[config.mk]
export PLATFORM = sky130hd
export DESIGN_NAME = instr_cycle_sequencer
export DESIGN_NICKNAME = d
export VERILOG_FILES = /design/src/rtl/instr_cycle_sequencer.sv
export SDC_FILE = /design/constraint.sdc
export NUM_CORES = 1
export LEC_CHECK = 0
export CORE_UTILIZATION = 45
export CTS_BUF_LIST = sky130_fd_sc_hd__clkbuf_8
export DETAILED_ROUTE_END_ITERATION = 16
export GPL_TIMING_DRIVEN = 0
export PLACE_DENSITY = 0.79
export SETUP_SLACK_MARGIN = 0.05
export SLEW_MARGIN = 0
export SYNTH_ARGS = -nofsm -noshare
export SYNTH_HDL_FRONTEND = slang
export SYNTH_SLANG_ARGS = --single-unit
[constraint.sdc]
create_clock -name clk -period 3.3 [get_ports clk]
set_clock_uncertainty 0.05 [all_clocks]
set_input_delay 0.66 -clock clk [delete_from_list [all_inputs] [get_ports clk]]
set_output_delay 0.66 -clock clk [all_outputs]
set_load 0.01 [all_outputs]
[src/rtl/instr_cycle_sequencer.sv]
// Fetch/decode/execute sequencer: fetches one instruction word per pass, gates execution through the CEX window,
// and halts on a halt instruction or a memory timeout. Optional breakpoint logic is enabled by SEQ_BREAKPOINT_EN.
module instr_cycle_sequencer #(
  parameter int MEM_TIMEOUT = 16,
  parameter int RET_W       = 16
) (
  input  logic             clk,
  input  logic             rst_n,
  input  logic             run,
  output logic             mar_load,
  output logic             mem_req,
  output logic             mem_rw,
  input  logic             mem_ack,
  output logic             ir_load,
  output logic             pc_inc,
  output logic             exec_start,
  input  logic             exec_done,
  input  logic             halt_instr,
  input  logic             cex_load,
  input  logic             cex_cond,
  input  logic [2:0]       cex_tc,
  input  logic [2:0]       cex_fc,
  output logic             skipped,
  output logic             cex_active,
  output logic             halted,
  output logic             bus_err,
  output logic [RET_W-1:0] ret_count,
  output logic [2:0]       state_o
`ifdef SEQ_BREAKPOINT_EN
  ,
  input  logic [15:0]      bkpt_addr,
  input  logic             bkpt_ena,
  input  logic [15:0]      pc_val,
  output logic             bkpt_hit
`endif
);

  typedef enum logic [2:0] {
    IDLE   = 3'd0,
    F_ADDR = 3'd1,
    F_MEM  = 3'd2,
    DECODE = 3'd3,
    EXEC   = 3'd4,
    HALT   = 3'd5
  } state_t;

  localparam logic [7:0] TMO_LAST = 8'(MEM_TIMEOUT - 1);

  state_t           state_q, state_d;
  logic [7:0]       tmo_q, tmo_d;
  logic [2:0]       tc_q, tc_d;
  logic [2:0]       fc_q, fc_d;
  logic             cond_q, cond_d;
  logic             bus_err_q, bus_err_d;
  logic [RET_W-1:0] ret_q, ret_d;
  logic             first_q, first_d;
  logic             exec_go;
`ifdef SEQ_BREAKPOINT_EN
  logic             bkpt_q, bkpt_d;
`endif

  always_ff @(posedge clk or negedge rst_n) begin
    if (!rst_n) begin
      state_q   <= IDLE;
      tmo_q     <= '0;
      tc_q      <= '0;
      fc_q      <= '0;
      cond_q    <= 1'b0;
      bus_err_q <= 1'b0;
      ret_q     <= '0;
      first_q   <= 1'b0;
`ifdef SEQ_BREAKPOINT_EN
      bkpt_q    <= 1'b0;
`endif
    end else begin
      state_q   <= state_d;
      tmo_q     <= tmo_d;
      tc_q      <= tc_d;
      fc_q      <= fc_d;
      cond_q    <= cond_d;
      bus_err_q <= bus_err_d;
      ret_q     <= ret_d;
      first_q   <= first_d;
`ifdef SEQ_BREAKPOINT_EN
      bkpt_q    <= bkpt_d;
`endif
    end
  end

  always_comb begin
    state_d    = state_q;
    tmo_d      = tmo_q;
    tc_d       = tc_q;
    fc_d       = fc_q;
    cond_d     = cond_q;
    bus_err_d  = bus_err_q;
    ret_d      = ret_q;
    first_d    = 1'b0;
    exec_go    = 1'b0;
    mar_load   = 1'b0;
    mem_req    = 1'b0;
    ir_load    = 1'b0;
    pc_inc     = 1'b0;
    exec_start = 1'b0;
    skipped    = 1'b0;
`ifdef SEQ_BREAKPOINT_EN
    bkpt_d     = bkpt_q;
`endif
    case (state_q)
      IDLE: begin
        if (run) state_d = F_ADDR;
      end
      F_ADDR: begin
`ifdef SEQ_BREAKPOINT_EN
        if (bkpt_ena && (pc_val == bkpt_addr)) begin
          bkpt_d  = 1'b1;
          state_d = HALT;
        end else begin
          mar_load = 1'b1;
          state_d  = F_MEM;
        end
`else
        mar_load = 1'b1;
        state_d  = F_MEM;
`endif
      end
      F_MEM: begin
        mem_req = 1'b1;
        // An ack in the expiry cycle still completes the fetch.
        if (mem_ack) begin
          ir_load = 1'b1;
          pc_inc  = 1'b1;
          tmo_d   = '0;
          state_d = DECODE;
        end else if (tmo_q == TMO_LAST) begin
          bus_err_d = 1'b1;
          tmo_d     = '0;
          state_d   = HALT;
        end else begin
          tmo_d = tmo_q + 8'd1;
        end
      end
      DECODE: begin
        // True-count slots are consumed before false-count slots.
        if (tc_q != 3'd0) begin
          exec_go = cond_q;
          tc_d    = tc_q - 3'd1;
        end else if (fc_q != 3'd0) begin
          exec_go = !cond_q;
          fc_d    = fc_q - 3'd1;
        end else begin
          exec_go = 1'b1;
        end
        if (exec_go) begin
          first_d = 1'b1;
          state_d = EXEC;
        end else begin
          skipped = 1'b1;
          state_d = run ? F_ADDR : IDLE;
        end
      end
      EXEC: begin
        exec_start = first_q;
        if (exec_done) begin
          ret_d = ret_q + 1'b1;
          if (cex_load) begin
            cond_d = cex_cond;
            tc_d   = cex_tc;
            fc_d   = cex_fc;
          end
          if (halt_instr) state_d = HALT;
          else            state_d = run ? F_ADDR : IDLE;
        end
      end
      HALT: begin
        state_d = HALT;
      end
      default: begin
        state_d = IDLE;
      end
    endcase
  end

  assign mem_rw     = 1'b0;
  assign cex_active = (tc_q != 3'd0) || (fc_q != 3'd0);
  assign halted     = (state_q == HALT);
  assign bus_err    = bus_err_q;
  assign ret_count  = ret_q;
  assign state_o    = state_q;
`ifdef SEQ_BREAKPOINT_EN
  assign bkpt_hit   = bkpt_q;
`endif

endmodule

; Word-level counts from Yosys, hierarchy flattened
; Index checks and enable logic that the tools add are counted.
; W data, S select, Z words.
[classes]
n_eq_ne = 13
n_addsub = 4
n_reduce_logical = 12
bitwise_logic = 1
muxes = 31
[op_table]
columns = op, count
row1 = $mux W3, 13
row2 = $pmux W3 S6, 1
row3 = $add A16 B1 Y16 const B, 1
row4 = $mux W8, 2
row5 = $mux W1, 13
row6 = $ne A2 B2 Y1 const B, 6
row7 = $pmux W3 S2, 2
row8 = $reduce_and A3 Y1, 3
row9 = $add A8 B1 Y8 const B, 1
row10 = $eq A8 B4 Y1 const B, 1
row11 = $eq A3 B2 Y1 const B, 2
row12 = $eq A3 B3 Y1 const B, 2
row13 = $reduce_bool A3 Y1, 2
row14 = $sub A3 B1 Y3 const B, 2
row15 = $reduce_and A5 Y1, 1
row16 = $reduce_and A4 Y1, 1
row17 = $eq A3 B1 Y1 const B, 1
row18 = $logic_not A3 Y1, 1
row19 = $ne A3 B3 Y1 const B, 1
row20 = $reduce_and A2 Y1, 1
row21 = $reduce_bool A2 Y1, 1
row22 = $logic_not A1 Y1, 1
row23 = $logic_or A1 B1 Y1, 1
row24 = $not A1 Y1, 1
[totals]
ff_bits = 36
word_cells = 69
in_bits = 14
output_inout_bits = 29

; Longest topological paths before layout
[depth]
depth_word = 6
mapped_depth = 7
depth_no_buf = 6

; Worst setup path before layout
; OpenSTA, ideal clock, no wires.
[synth_timing]
kind = register to output
from = register state_q[1] (netlist: state_o[1])
to = output port exec_start
arrival_ns = 1.395
path_stages_with_launch = 6
slack_ns = 1.195
t_required_ns = 2.590
path_buffers = 3
cell_sequence = dfrtp_1 > buf_4 > or3b_1 > clkbuf_2 > buf_2 > nor2_1
[synth_between]
elab_chain_len = 2
[synth_rtl]
columns = item, line_no
row1 = "start, declared", 49  ; state_t state_q, state_d;
row2 = "start signal, assigned", 76  ; state_q <= state_d;
row3 = $eq A3 B3 Y1, 109  ; case (state_q)
row4 = $mux W1, 109
row5 = "end, declared", 16  ; output logic exec_start,
; No other way between the ends.

; Final worst setup path
[layout_timing]
from = input port mem_ack
to = output port pc_inc
[layout_between]
elab_chain_len = 2
[layout_rtl]
columns = item, line_no
row1 = "start, declared", 13  ; input logic mem_ack,
row2 = $mux W1, 130  ; if (mem_ack) begin
row3 = $mux W1, 109
row4 = "end, declared", 15  ; output logic pc_inc,
; No other way between the ends.

==> results.yml <==
sta:
  final-hold-violation-count: 0
  setup_tns_ns: 0
  rsz0062_at_grt: "no"
  worst_pin_slew_ns: 0.7720
  setup_violations: 0
  slew_headroom: 0.4853
  fin_ws_ns: 0.3463
  fin_crit_sh: 0.8951
  maxSlewViolCount: 0
  fmax_ghz: 0.3386
  fin_crit_ns: 2.954
cts:
  cts_root_buffer: "clkbuf_8"
  clkTransAtPathRegs_ns: 0.07
  clk_latency_ns: 0.29
  clockBufferDepth: 2
  numCtsBuffers: 5
  cts_setup_buffers: 0
  cts_sinks: 36
  hold_buffers: 0
  cts_tree: "built"
  htreeDepth: 2
  cts-resized-gates: 0
global_routing:
  grt_max_degree: 37
  globalRouteMet2Util: 0.2995
  track_usage: 0.1902
  antenna_found_initial: 0
  gr-total-overflow: 0
  grt_pass1_wl_um: 6430
  grt_pass1_vias: 1450
  grtUsageMet3: 0.04054
  grtUsageMet1: 0.2489
  grt-busiest-layer: "met2"
placed_design:
  preCtsSetupSlack_ns: 0.3603
  place_inst: 283
  place.gp.congestion: 0.8130
  hpwlAfterDp_um: 2784
  port_buffers: 41
die:
  die_height_um: 67.59
  start_util: 0.4770
  fp-row-count: 23
  core_um2: 4058
  ios: 43
  fp.dieArea_um2: 4568
  dieWidth_um: 67.59
drt:
  drt_pass1_iterations: 4
  via_count: 1524
  drc: 0
  via_per_inst: 5.237
  wl_per_cell_um: 12.94
  wirelength_um: 3765
  drtIter0Drc: 49
  final_antenna_net_count: 0
synthesis:
  yosys.area.top_type: "dfrtp_1"
  ys_warn_count: 0
  yosysSeqAreaShare: 0.4654
  synthesis.area_um2: 1936
  synth-seq-cells: 36
  ys_top_cells_by_area: "dfrtp_1 47%, xnor2_1 5.4%, ha_1 3.9%"
  syn_nets: 212
  postSynthCellCount: 192
  synth_top_area_share: 0.4654
  synth.distinct_cells: 46
  synth_area_per_cell_um2: 10.08
worst_hold_path:
  hp-class: "input pin to asynchronous set/reset pin"
pwr:
  p_total_mw: 1.726
  ir_worst_vdd_uv: 484.8
  powerDensity_nw_per_um2: 686.1
  p_leak_nw: 1.127
worst_setup_path:
  start_kind: "input pin"
  crit_fanout: 4
  max_stage_delay_ns: 0.60
  end_kind: "output port"
  path_class: "input pin to output port"
  arrival_ns: 2.24
  crit_required_ns: 2.59
  crit_chain: "clkdlybuf4s50_1, inv_1, nor2_1, buf_4, clkdlybuf4s50_1"
  cpMostUsedCell: "clkdlybuf4s50_1"
  cpMaxStageDelayCell: "clkdlybuf4s50_1"
layout:
  syn_to_final_growth_pct: 29.93
  fin_nets: 260
  drive_gt1_frac: 0.1245
  instances_no_fill: 291
  diodes: 0
outcome:
  outcome: "finished clean"
flow_run:
  cap_violations: 0
## cell families (layout without fill, tap and decap cells)
| logic type | after synthesis | in the layout | synth area share |
|---|---|---|---|
| and+or+nand+nor | 74 | 74 | 0.2081 |
| DFF | 36 | 36 | 0.4654 |
| AOI/OAI and AO/OA | 30 | 30 | 0.1164 |
| buffers and inverters | 21 | 70 | 0.05300 |
| xor gates and xnor gates | 17 | 17 | 0.07692 |
| muxes | 7 | 7 | 0.03943 |
| adders and majority gates | 6 | 6 | 0.03878 |
| other | 1 | 1 | 0.001937 |
## worst max-delay path: cells and delay by family
| family | cells | cell delay [ns] |
|---|---|---|
| and+or+nand+nor | 1 | 0.20 |
| buffers and inverters | 4 | 1.39 |
## through the flow
stage               instance area [um2]  utilization  hold slack [ns]
finish                             2515       0.6198           0.3914
global route                       2515       0.6198           0.4491
CTS                                2515       0.6198           0.4231
detailed placement                 2404       0.5924           0.4066
global placement                   2409       0.5936           0.4091
floorplan                          1936            -           0.3144
## power breakdown
group          switching [mW]  total, mW  internal (mW)
sequential              0.102      0.653          0.551
clock                   0.158      0.382          0.223
combinational           0.341      0.691          0.350
## cells in the final DEF (no fill, tap or decap), drive strengths merged, types with 2 or more instances in the layout
cell type      count
mux2               5
nor2              15
xor2               5
a21oi             10
mux2i              2
dfrtp             36
nand4              6
nand2             16
nand3              9
nor3               3
o21ai              4
nor4               2
buf                8
and4               2
and2               4
o22a               2
or3b               4
clkbuf             7
a32oi              2
ha                 6
xnor2             12
a211oi             2
a22o               2
nand2b             4
a31oi              4
and3               4
clkdlybuf4s50     40
inv               12
## registers in the layout (all words and copies together) (netlist names)
| signal | count |
|---|---|
| ret_count | 16 |
| tmo_q | 8 |
| fc_q | 3 |
| state_o | 3 |
| tc_q | 3 |
| bus_err | 1 |
| cond_q | 1 |
| first_q | 1 |
## routing by layer
layer  up-vias  wire length [um]
met2        42              1700
met3         6               163
met1       713              1832
li1        763                 -
met4         0                68
met5         -                 0
## area by class of cell
| type | instances | area, um2 |
|---|---|---|
| timing repair buffer | 41 | 405.4 |
| sequential | 36 | 900.9 |
| fill | 350 | 1543 |
| clock inverter | 3 | 42.54 |
| buffer | 9 | 57.56 |
| inverter | 12 | 45.04 |
| multi-input combinational | 135 | 932.1 |
| tap | 50 | 62.56 |
| clock buffer | 5 | 68.82 |
## cells in the mapped netlist, drive strengths merged
master,instances
a22oi,1
mux2i,2
a211oi,2
nand2b,4
nand4,6
and4,2
nand2,16
ha,6
inv,12
nor3,3
nor2b,1
clkbuf,2
and4bb,1
or3,1
conb,1
and3,4
nor4,2
nor2,15
and2,4
a21oi,10
xnor2,12
and3b,1
xor2,5
nand3,9
o221a,1
dfrtp,36
a22o,2
or2,1
a32oi,2
o22a,2
buf,7
o21ai,4
a41o,1
a31oi,4
or3b,4
a41oi,1
mux2,5
## worst paths after layout
check | from | slack [ns] | endpoint | cells after the start
hold / removal | rst_n | 0.39 | tc_q[0] | 1
setup reg to reg | state_o[2] | 1.47 | tmo_q[5] | 5
setup / recovery | mem_ack | 0.35 | pc_inc | 5
hold reg to reg | bus_err | 0.42 | bus_err | 1
min in group clk | bus_err | 0.42 | bus_err | 1
max in group asynchronous | rst_n | 2.32 | ret_count[12] | 1
Power figures use the tool's default switching activity.
==> variant: new RTL, config.mk and constraints unchanged <==
Put one more register stage on the output `ret_count`, without a reset. The value now appears one clock later. The other outputs are not delayed to match.
--- a/src/rtl/instr_cycle_sequencer.sv
+++ b/src/rtl/instr_cycle_sequencer.sv
@@ -186,5 +186,7 @@
   assign halted     = (state_q == HALT);
   assign bus_err    = bus_err_q;
-  assign ret_count  = ret_q;
+  always_ff @(posedge clk) begin
+    ret_count <= ret_q;
+  end
   assign state_o    = state_q;
 `ifdef SEQ_BREAKPOINT_EN
Behaviour: not the same (Yosys sat finds a counterexample within 10 cycles, from zero or initial values and one cycle with rst_n low).
==> variant against the unedited design <==
Design area grew 13%; count of clock-buffer cells in the layout is the same; wire length is 7.7% higher; synthesized area increased by 15%; power increased by 14%; sequential cell count is 16 higher; synthesized cell count up 7.8%; setup slack gained 0.027 ns; via count grew 10%; critical endpoint unchanged; largest cell class is now flip-flops and latches.
==> variant: results (changes against the unedited design) <==
* Syn Nets at 227 (+7.1%)
* Clock Pin Slew Worst Setup and Hold Paths at 0.09 ns (+0.02 ns)
* RR Startpoint: state_o[2]
* Post-Synth XOR/XNOR Area at 6.28% (-1.4 points)
* Clk root buf: clkbuf_8
* Drt first pass iters at 5 (+1)
* Async SR Flop Fraction at 69.2% (-31 points)
* Resized Gates After CTS at 0 (unchanged)
* Worst Reg-to-Reg Cells at 6 (+1)
* Flop-to-flop setup slack at 1.33 ns (-0.14 ns)
* Worst Hold Class: flop to flop
* Hold EP: ret_count[15]
* WL per Instance at 12.6 um (-2.9%)
* IO Port Bufs at 41 (unchanged)
* Mux share of post-synthesis cell area at 1.91% (-2.0 points)
* GRT met1 Usage at 23.0% (-1.9 points)
* Dpl hpwl at 2.87 mm (+3.0%)
* DRT iter0 DRCs at 96 (+96%)
* Lkg Pwr at 1.23 nW (+9.2%)
* Most frequent cells after synthesis: dfrtp_1 (36), dfxtp_1 (16), nand2_1 (15), o21ai_0 (12), xnor2_1 (12)
* GRT Util Overall at 16.9% (-2.2 points)
* Pins Over Slew Limit at 0 (unchanged)
* # diodes at 0 (unchanged)
* Origin of the worst setup path: mem_ack
* Synth area leaders: dfrtp_1 (40%), dfxtp_1 (14%), xnor2_1 (4.7%)
* DR WL met2 at 1.89 mm (+11%)
* Status: completed
* Highest metal used: met4
* Gpl congestion at 0.837 (+2.9%)
* Vias in the first global route at 1516 (+4.6%)
* Placed instance area at 0.00272 mm2 (+13%)
* WHS at 0.360 ns (-0.0310 ns)
* Nets@finish at 275 (+5.8%)
* Clock Tree Buf Depth at 2 (unchanged)
* Sequential area share after synthesis at 54.7% (+8.2 points)
* Met2 Resource Use GR at 26.3% (-3.7 points)
* Met3 wire length at 155 um (-4.9%)
* Worst IR Drop VDD at 0.502 mV (+3.6%)
* Layout cells sized above 1 at 9.77% (-2.7 points)
* Via density at 5.20 (-0.63%)
* Synth warnings at 0 (unchanged)
* M1 WL at 2.00 mm (+9.0%)
* Synth unique cells at 46 (unchanged)
* Met3 Use GR at 5.00% (+0.95 points)
* Reg2reg end: tmo_q[7]
* Worst Path Arrival at 2.22 ns (-0.02 ns)
* Worst-margin pin slew at 0.832 ns (+0.0602 ns)
* Clk Latency, worst-skew pair at 0.30 ns
* Largest net degree at the start of global routing at 37 (unchanged)
* First-pass GRT wire length at 6.83 mm (+6.2%)
* Post-synthesis adder-cell area fraction at 3.37% (-0.51 points)
* Crit path max fanout at 6 (+2)
* H-tree Lvls at 2 (unchanged)
* Top flop regs: ret_count: 16 flops, ret_q: 16 flops, tmo_q: 8 flops
* Compound-gate portion of the synthesized area at 10.8% (-0.81 points)
variant: worst max-delay path, cell delays in order:
cell             delay (ns)
clkdlybuf4s50_1        0.60
inv_1                  0.11
nor2_1                 0.19
buf_4                  0.14
clkdlybuf4s50_1        0.52
variant: final cells by class:
| cell class | instances | area (um2) |
|---|---|---|
| Fill cell | 413 | 1920 |
| Sequential cell | 52 | 1220 |
| Multi-Input combinational cell | 137 | 920 |
| Timing Repair Buffer | 41 | 405 |
| Tap cell | 67 | 83.8 |
| Clock buffer | 5 | 68.8 |
| Buffer | 9 | 56.3 |
| Clock inverter | 3 | 42.5 |
| Inverter | 9 | 33.8 |
variant: report_power, final:
part	switching (mW)	internal [mW]	total, mW
sequential	0.0955	0.760	0.855
combinational	0.345	0.332	0.678
clock	0.208	0.226	0.434
variant: metrics by stage:
step	instances	setup slack (ns)
after global placement	315	0.396
after floorplan	207	1.16
after CTS	323	0.362
after detailed placement	315	0.378
final	323	0.373
after global routing	323	0.236
